File: src/rtl/booth_mul_arbiter_pkg.sv
// Shared definitions for the two-requester Booth multiplier front end:
// FSM state encoding and default geometry.
package booth_mul_arbiter_pkg;

  localparam int unsigned DefaultWidth   = 16;
  localparam int unsigned DefaultTimeout = 40;

  typedef enum logic [2:0] {
    StIdle  = 3'd0,
    StLoadM = 3'd1,
    StLoadQ = 3'd2,
    StBusy  = 3'd3,
    StResp  = 3'd4
  } state_e;

endpackage

File: src/rtl/booth_mul_arbiter_rr_arb2.sv
// Two-way round-robin arbiter: combinational grant, registered tie-break pointer.
// The pointer moves away from whichever requester was last served.
module rr_arb2 (
  input  logic       clk_i,
  input  logic       rst_ni,
  input  logic [1:0] req_i,
  input  logic       update_i,
  input  logic       served_i,
  output logic [1:0] gnt_o,
  output logic       gnt_idx_o
);

  // Index of the requester that wins when both are asking.
  logic prio_q;
  logic prio_d;

  always_comb begin
    gnt_o     = 2'b00;
    gnt_idx_o = 1'b0;
    if (req_i[0] && (!req_i[1] || !prio_q)) begin
      gnt_o     = 2'b01;
      gnt_idx_o = 1'b0;
    end else if (req_i[1]) begin
      gnt_o     = 2'b10;
      gnt_idx_o = 1'b1;
    end
  end

  always_comb begin
    prio_d = prio_q;
    if (update_i) begin
      prio_d = ~served_i;
    end
  end

  always_ff @(posedge clk_i or negedge rst_ni) begin
    if (!rst_ni) begin
      prio_q <= 1'b0;
    end else begin
      prio_q <= prio_d;
    end
  end

endmodule

File: src/rtl/booth_mul_arbiter.sv
// Arbitrates two requesters onto one sequential Booth multiplier: loads M then Q
// over a shared bus, waits for done (bounded by TIMEOUT) and returns the product.
module booth_mul_arbiter
  import booth_mul_arbiter_pkg::*;
#(
  parameter int unsigned WIDTH   = DefaultWidth,
  parameter int unsigned TIMEOUT = DefaultTimeout
) (
  input  logic                 clk,
  input  logic                 rst_n,
  input  logic                 req0,
  input  logic                 req1,
  input  logic [WIDTH-1:0]     opa0,
  input  logic [WIDTH-1:0]     opb0,
  input  logic [WIDTH-1:0]     opa1,
  input  logic [WIDTH-1:0]     opb1,
  output logic                 gnt0,
  output logic                 gnt1,
  output logic                 rsp_valid0,
  output logic                 rsp_valid1,
  output logic [2*WIDTH-1:0]   result,
  output logic                 err,
  output logic                 mul_start,
  output logic [WIDTH-1:0]     mul_data,
  input  logic                 mul_done,
  input  logic [2*WIDTH-1:0]   mul_product
);

  localparam int unsigned CntW = (TIMEOUT > 1) ? $clog2(TIMEOUT) : 1;

  state_e               state_q, state_d;
  logic [WIDTH-1:0]     opb_q, opb_d;
  logic                 idx_q, idx_d;
  logic [CntW-1:0]      cnt_q, cnt_d;
  logic [2*WIDTH-1:0]   result_q, result_d;
  logic                 err_q, err_d;
  logic                 mul_start_q, mul_start_d;
  logic [WIDTH-1:0]     mul_data_q, mul_data_d;
  logic                 rsp_valid0_q, rsp_valid0_d;
  logic                 rsp_valid1_q, rsp_valid1_d;

  logic                 grant_en;
  logic [1:0]           arb_gnt;
  logic                 arb_idx;
  logic                 arb_update;

  // Grants only from IDLE, and held quiet while reset is asserted.
  assign grant_en = (state_q == StIdle) && rst_n;

  rr_arb2 u_rr_arb2 (
    .clk_i     (clk),
    .rst_ni    (rst_n),
    .req_i     ({req1, req0} & {2{grant_en}}),
    .update_i  (arb_update),
    .served_i  (idx_q),
    .gnt_o     (arb_gnt),
    .gnt_idx_o (arb_idx)
  );

  assign gnt0 = arb_gnt[0];
  assign gnt1 = arb_gnt[1];

  always_comb begin
    state_d      = state_q;
    opb_d        = opb_q;
    idx_d        = idx_q;
    cnt_d        = cnt_q;
    result_d     = result_q;
    err_d        = err_q;
    mul_start_d  = 1'b0;
    mul_data_d   = '0;
    rsp_valid0_d = 1'b0;
    rsp_valid1_d = 1'b0;
    arb_update   = 1'b0;

    unique case (state_q)
      StIdle: begin
        if (|arb_gnt) begin
          idx_d       = arb_idx;
          opb_d       = arb_idx ? opb1 : opb0;
          // mul_data_q doubles as the latched multiplicand for the LOAD_M cycle.
          mul_data_d  = arb_idx ? opa1 : opa0;
          mul_start_d = 1'b1;
          state_d     = StLoadM;
        end
      end
      StLoadM: begin
        mul_data_d = opb_q;
        state_d    = StLoadQ;
      end
      StLoadQ: begin
        cnt_d   = '0;
        state_d = StBusy;
      end
      StBusy: begin
        if (mul_done) begin
          result_d     = mul_product;
          err_d        = 1'b0;
          rsp_valid0_d = ~idx_q;
          rsp_valid1_d = idx_q;
          state_d      = StResp;
        end else if (cnt_q == CntW'(TIMEOUT - 1)) begin
          result_d     = '0;
          err_d        = 1'b1;
          rsp_valid0_d = ~idx_q;
          rsp_valid1_d = idx_q;
          state_d      = StResp;
        end else begin
          cnt_d = cnt_q + CntW'(1);
        end
      end
      StResp: begin
        arb_update = 1'b1;
        cnt_d      = '0;
        state_d    = StIdle;
      end
      default: begin
        state_d = StIdle;
      end
    endcase
  end

  always_ff @(posedge clk or negedge rst_n) begin
    if (!rst_n) begin
      state_q      <= StIdle;
      opb_q        <= '0;
      idx_q        <= 1'b0;
      cnt_q        <= '0;
      result_q     <= '0;
      err_q        <= 1'b0;
      mul_start_q  <= 1'b0;
      mul_data_q   <= '0;
      rsp_valid0_q <= 1'b0;
      rsp_valid1_q <= 1'b0;
    end else begin
      state_q      <= state_d;
      opb_q        <= opb_d;
      idx_q        <= idx_d;
      cnt_q        <= cnt_d;
      result_q     <= result_d;
      err_q        <= err_d;
      mul_start_q  <= mul_start_d;
      mul_data_q   <= mul_data_d;
      rsp_valid0_q <= rsp_valid0_d;
      rsp_valid1_q <= rsp_valid1_d;
    end
  end

  assign result     = result_q;
  assign err        = err_q;
  assign mul_start  = mul_start_q;
  assign mul_data   = mul_data_q;
  assign rsp_valid0 = rsp_valid0_q;
  assign rsp_valid1 = rsp_valid1_q;

endmodule

File: config.mk
export PLATFORM = sky130hd
export DESIGN_NAME = booth_mul_arbiter
export DESIGN_NICKNAME = d
export VERILOG_FILES = /design/src/rtl/booth_mul_arbiter_pkg.sv /design/src/rtl/booth_mul_arbiter_rr_arb2.sv /design/src/rtl/booth_mul_arbiter.sv
export SDC_FILE = /design/constraint.sdc
export NUM_CORES = 1
export LEC_CHECK = 0
export ABC_AREA = 0
export CAP_MARGIN = 10
export CORE_MARGIN = 2
export CORE_UTILIZATION = 41
export DETAILED_ROUTE_END_ITERATION = 10
export PLACE_DENSITY = 0.8
export SLEW_MARGIN = 0
export SYNTH_ARGS = -nofsm -noshare
export SYNTH_HDL_FRONTEND = slang
export SYNTH_SLANG_ARGS = --single-unit
File: constraint.sdc
create_clock -name clk -period 2.3 [get_ports clk]
set_clock_uncertainty 0.2 [all_clocks]
set_input_delay 0.575 -clock clk [delete_from_list [all_inputs] [get_ports clk]]
set_output_delay 0.575 -clock clk [all_outputs]
set_load 0.05 [all_outputs]
==> results.toml <==
[clock_network]
insertion_delay_ns = 0.34
clock_sinks = 79
cts_buffers = 9
clk_pin_slew_worst_paths_ns = 0.08
cts_tree = "built"
ctsHoldBuffers = 0
htree_levels = 3
clk_path_buf_depth = 2
root_buffer = "clkbuf_8"

[cells_and_area]
final_nets = 570
stdcell_area_sq_um = 5350
antenna_cells = 0
drive_gt1_share_pct = 12.1
final_core_util_pct = 68.5
syn_to_final_growth_pct = 60.2

[synth]
synth_seq_cells = 79
netlist_area_sq_um = 3340
postSynthCellCount = 304
synth.avg_cell_area_sq_um = 11.0
ys_seq_area_share_pct = 59.2
yosys_warnings = 0
syn_nets = 406
synth_cell_types = 39

[floorplanning]
die_h_um = 94.2
rows = 32
core_area_sq_um = 7810
ios = 155
dieArea_sq_um = 8880
die_x_um = 94.2
start_util_pct = 42.7

[power_and_ir_drop]
p_leak_nw = 2.71
power.total_mw = 7.10
ir_drop_mv = 0.978
power_density_nw_per_um2 = 1330

[worst_setup_path]
crit_required_ns = 1.52
r2r_start = "state_q[2]"
reg2reg_slack_ns = 0.27
cp-endpoint = "gnt0"
path_depth = 4
cp_data_arrival_time_ns = 1.51
critical-path-max-stage-delay_ns = 0.54
cp-start-kind = "input port"
crit_fanout = 3
cp_top_family = "buffers and inverters"
r2r_cells = 7
reg2reg_to = "mul_data[14]"
path_cells = "clkdlybuf4s50_1, nand2_1, and3_4, buf_12"
end_kind = "primary output"
slowest_stage = "clkdlybuf4s50_1"
crit_path_start = "req1"
crit_buf_inv = 2
critical_path_class = "in -> out"

[global_routing]
antenna_found_initial = 0
grt_util_all_layers_pct = 20.8
grt_pass1_wl_um = 14300
grt_max_degree = 80
overflow = 0
grt_pass1_vias = 2974

[detailed_routing]
wl_um = 9100
num_vias = 2957
wl_per_cell_um = 15.8
firstDrtPassIters = 4
viasPerCell = 5.14
drc_errors = 0
ant_nets = 0
drt_first_iter_violations = 98

[timing]
timing.final.crit_share_pct = 99.4
tightest_slew_ns = 0.985
fmax_mhz = 437
hold_viol = 0
hold_ws_ns = 0.272
setup_violations = 0
fin_crit_ns = 2.29
worst_slack_ns = 0.0140
rsz0062_at_grt = "true"
slew_headroom_pct = 34.3
drv_slew = 0

[placement]
post_dp_cell_area_sq_um = 5050
io_buffers = 154
pre_cts_ws_ns = -0.0320
dp_hpwl_um = 6570
gp_congestion = 0.786

[outcome]
status = "complete, no violations"

[worst_hold_path]
hold_class = "in -> async"

[run]
cap_violations = 0
[placed cells by master, fill, tap and decap left out, types with 12 or more instances in the layout]
cell type        netlist  layout
buf_4                  3      27
mux2i_1               16      16
dfrtp_1               79      79
nor2_1                22      22
a22o_1                32      32
dlygate4sd2_1          0      17
o21ai_0               12      12
dlymetal6s2s_1         0      15
nand2_1               36      36
a21oi_1               36      36
clkdlybuf4s50_1        0     109
[cell type report]
class	instances	area, sq um
multi-input combinational	199	1240
inverter	6	27.5
sequential	79	1980
timing repair buffer	173	1730
clock buffer	11	141
clock inverter	5	105
tap	102	128
fill	596	2460
[sequential cells by signal (all words and copies together), names as in the netlist, 3 cells and up]
signal	flops
result	32
opb_q	16
state_q	3
cnt_q	6
mul_data	16
[cells in the mapped netlist, drive strengths merged]
master,instances,area [sq um]
o21ai,19,98.9
and3,3,18.8
or4,1,7.51
inv,6,22.5
nor2,22,82.6
a21oi,36,180
mux2i,16,160
or2,1,6.26
o21a,1,7.51
a32o,1,10.0
nor4,1,6.26
a22o,32,280
clkbuf,3,11.3
dfrtp,79,1980
nor3,4,20.0
nor3b,2,15.0
nand3b,2,15.0
nor4b,1,23.8
a31o,1,8.76
nand3,4,32.5
o22ai,1,6.26
a31oi,3,18.8
and2,1,6.26
nand2,37,141
nand2b,2,12.5
o31ai,1,7.51
ha,1,12.5
and3b,1,8.76
buf,17,98.8
a21o,3,22.5
nand4b,1,8.76
xnor2,1,8.76
[cells by family after synthesis]
| logic type | Yosys count | synth area share, % |
|---|---|---|
| buffers and inverters | 26 | 3.97 |
| and+or+nand+nor | 83 | 12.1 |
| adders and majority gates | 1 | 0.375 |
| AOI/OAI and AO/OA | 98 | 19.2 |
| xor gates and xnor gates | 1 | 0.263 |
| muxes | 16 | 4.80 |
| DFF | 79 | 59.2 |
[power by group]
group	switching, mW	internal (mW)	leakage [nW]
Sequential	0.323	1.98	0.991
Clock	0.493	0.751	0.116
Combinational	2.27	1.29	1.60
Total	3.08	4.02	2.71
[worst reg2reg max path: stages, from the launching register on]
cell     delay [ns]
dfrtp_1        0.41
nor4b_4        0.38
nand3_4        0.13
buf_4          0.15
buf_4          0.15
buf_12         0.17
mux2i_1        0.23
o21ai_1        0.09
[timing repair]
item | CTS | global route
pin swaps | 3 | 2
setup endpoints to repair | 19 | 16
resized for setup | 20 | 16
gates cloned | 0 | 0
buffers inserted | 3 | 0
[metrics by stage]
step	TNS, ns	instances
6_report	0	575
5_1_grt	-0.124	575
4_1_cts	-0.0319	575
3_5_place_dp	-0.0367	556
3_3_place_gp	-0.0140	556
2_1_floorplan	0	304
[per-layer routing]
| metal | vias up | wire, um | GRT usage, % |
|---|---|---|---|
| li1 | 1402 | - | - |
| met1 | 1402 | 3790 | 26.9 |
| met2 | 143 | 4290 | 33.2 |
| met3 | 10 | 902 | 6.34 |
| met4 | 0 | 114 | 7.49 |
| met5 | - | 0 | 0 |
[worst min path at each step]
stage,end,slack [ns]
after detailed placement,rsp_valid0,0.27
after floorplan,cnt_q[0],0.08
final,opb_q[12],0.27
after global placement,mul_data[0],0.26
after global routing,mul_data[10],0.32
after CTS,mul_data[10],0.29
No activity file was read; power rests on OpenSTA's default activity.
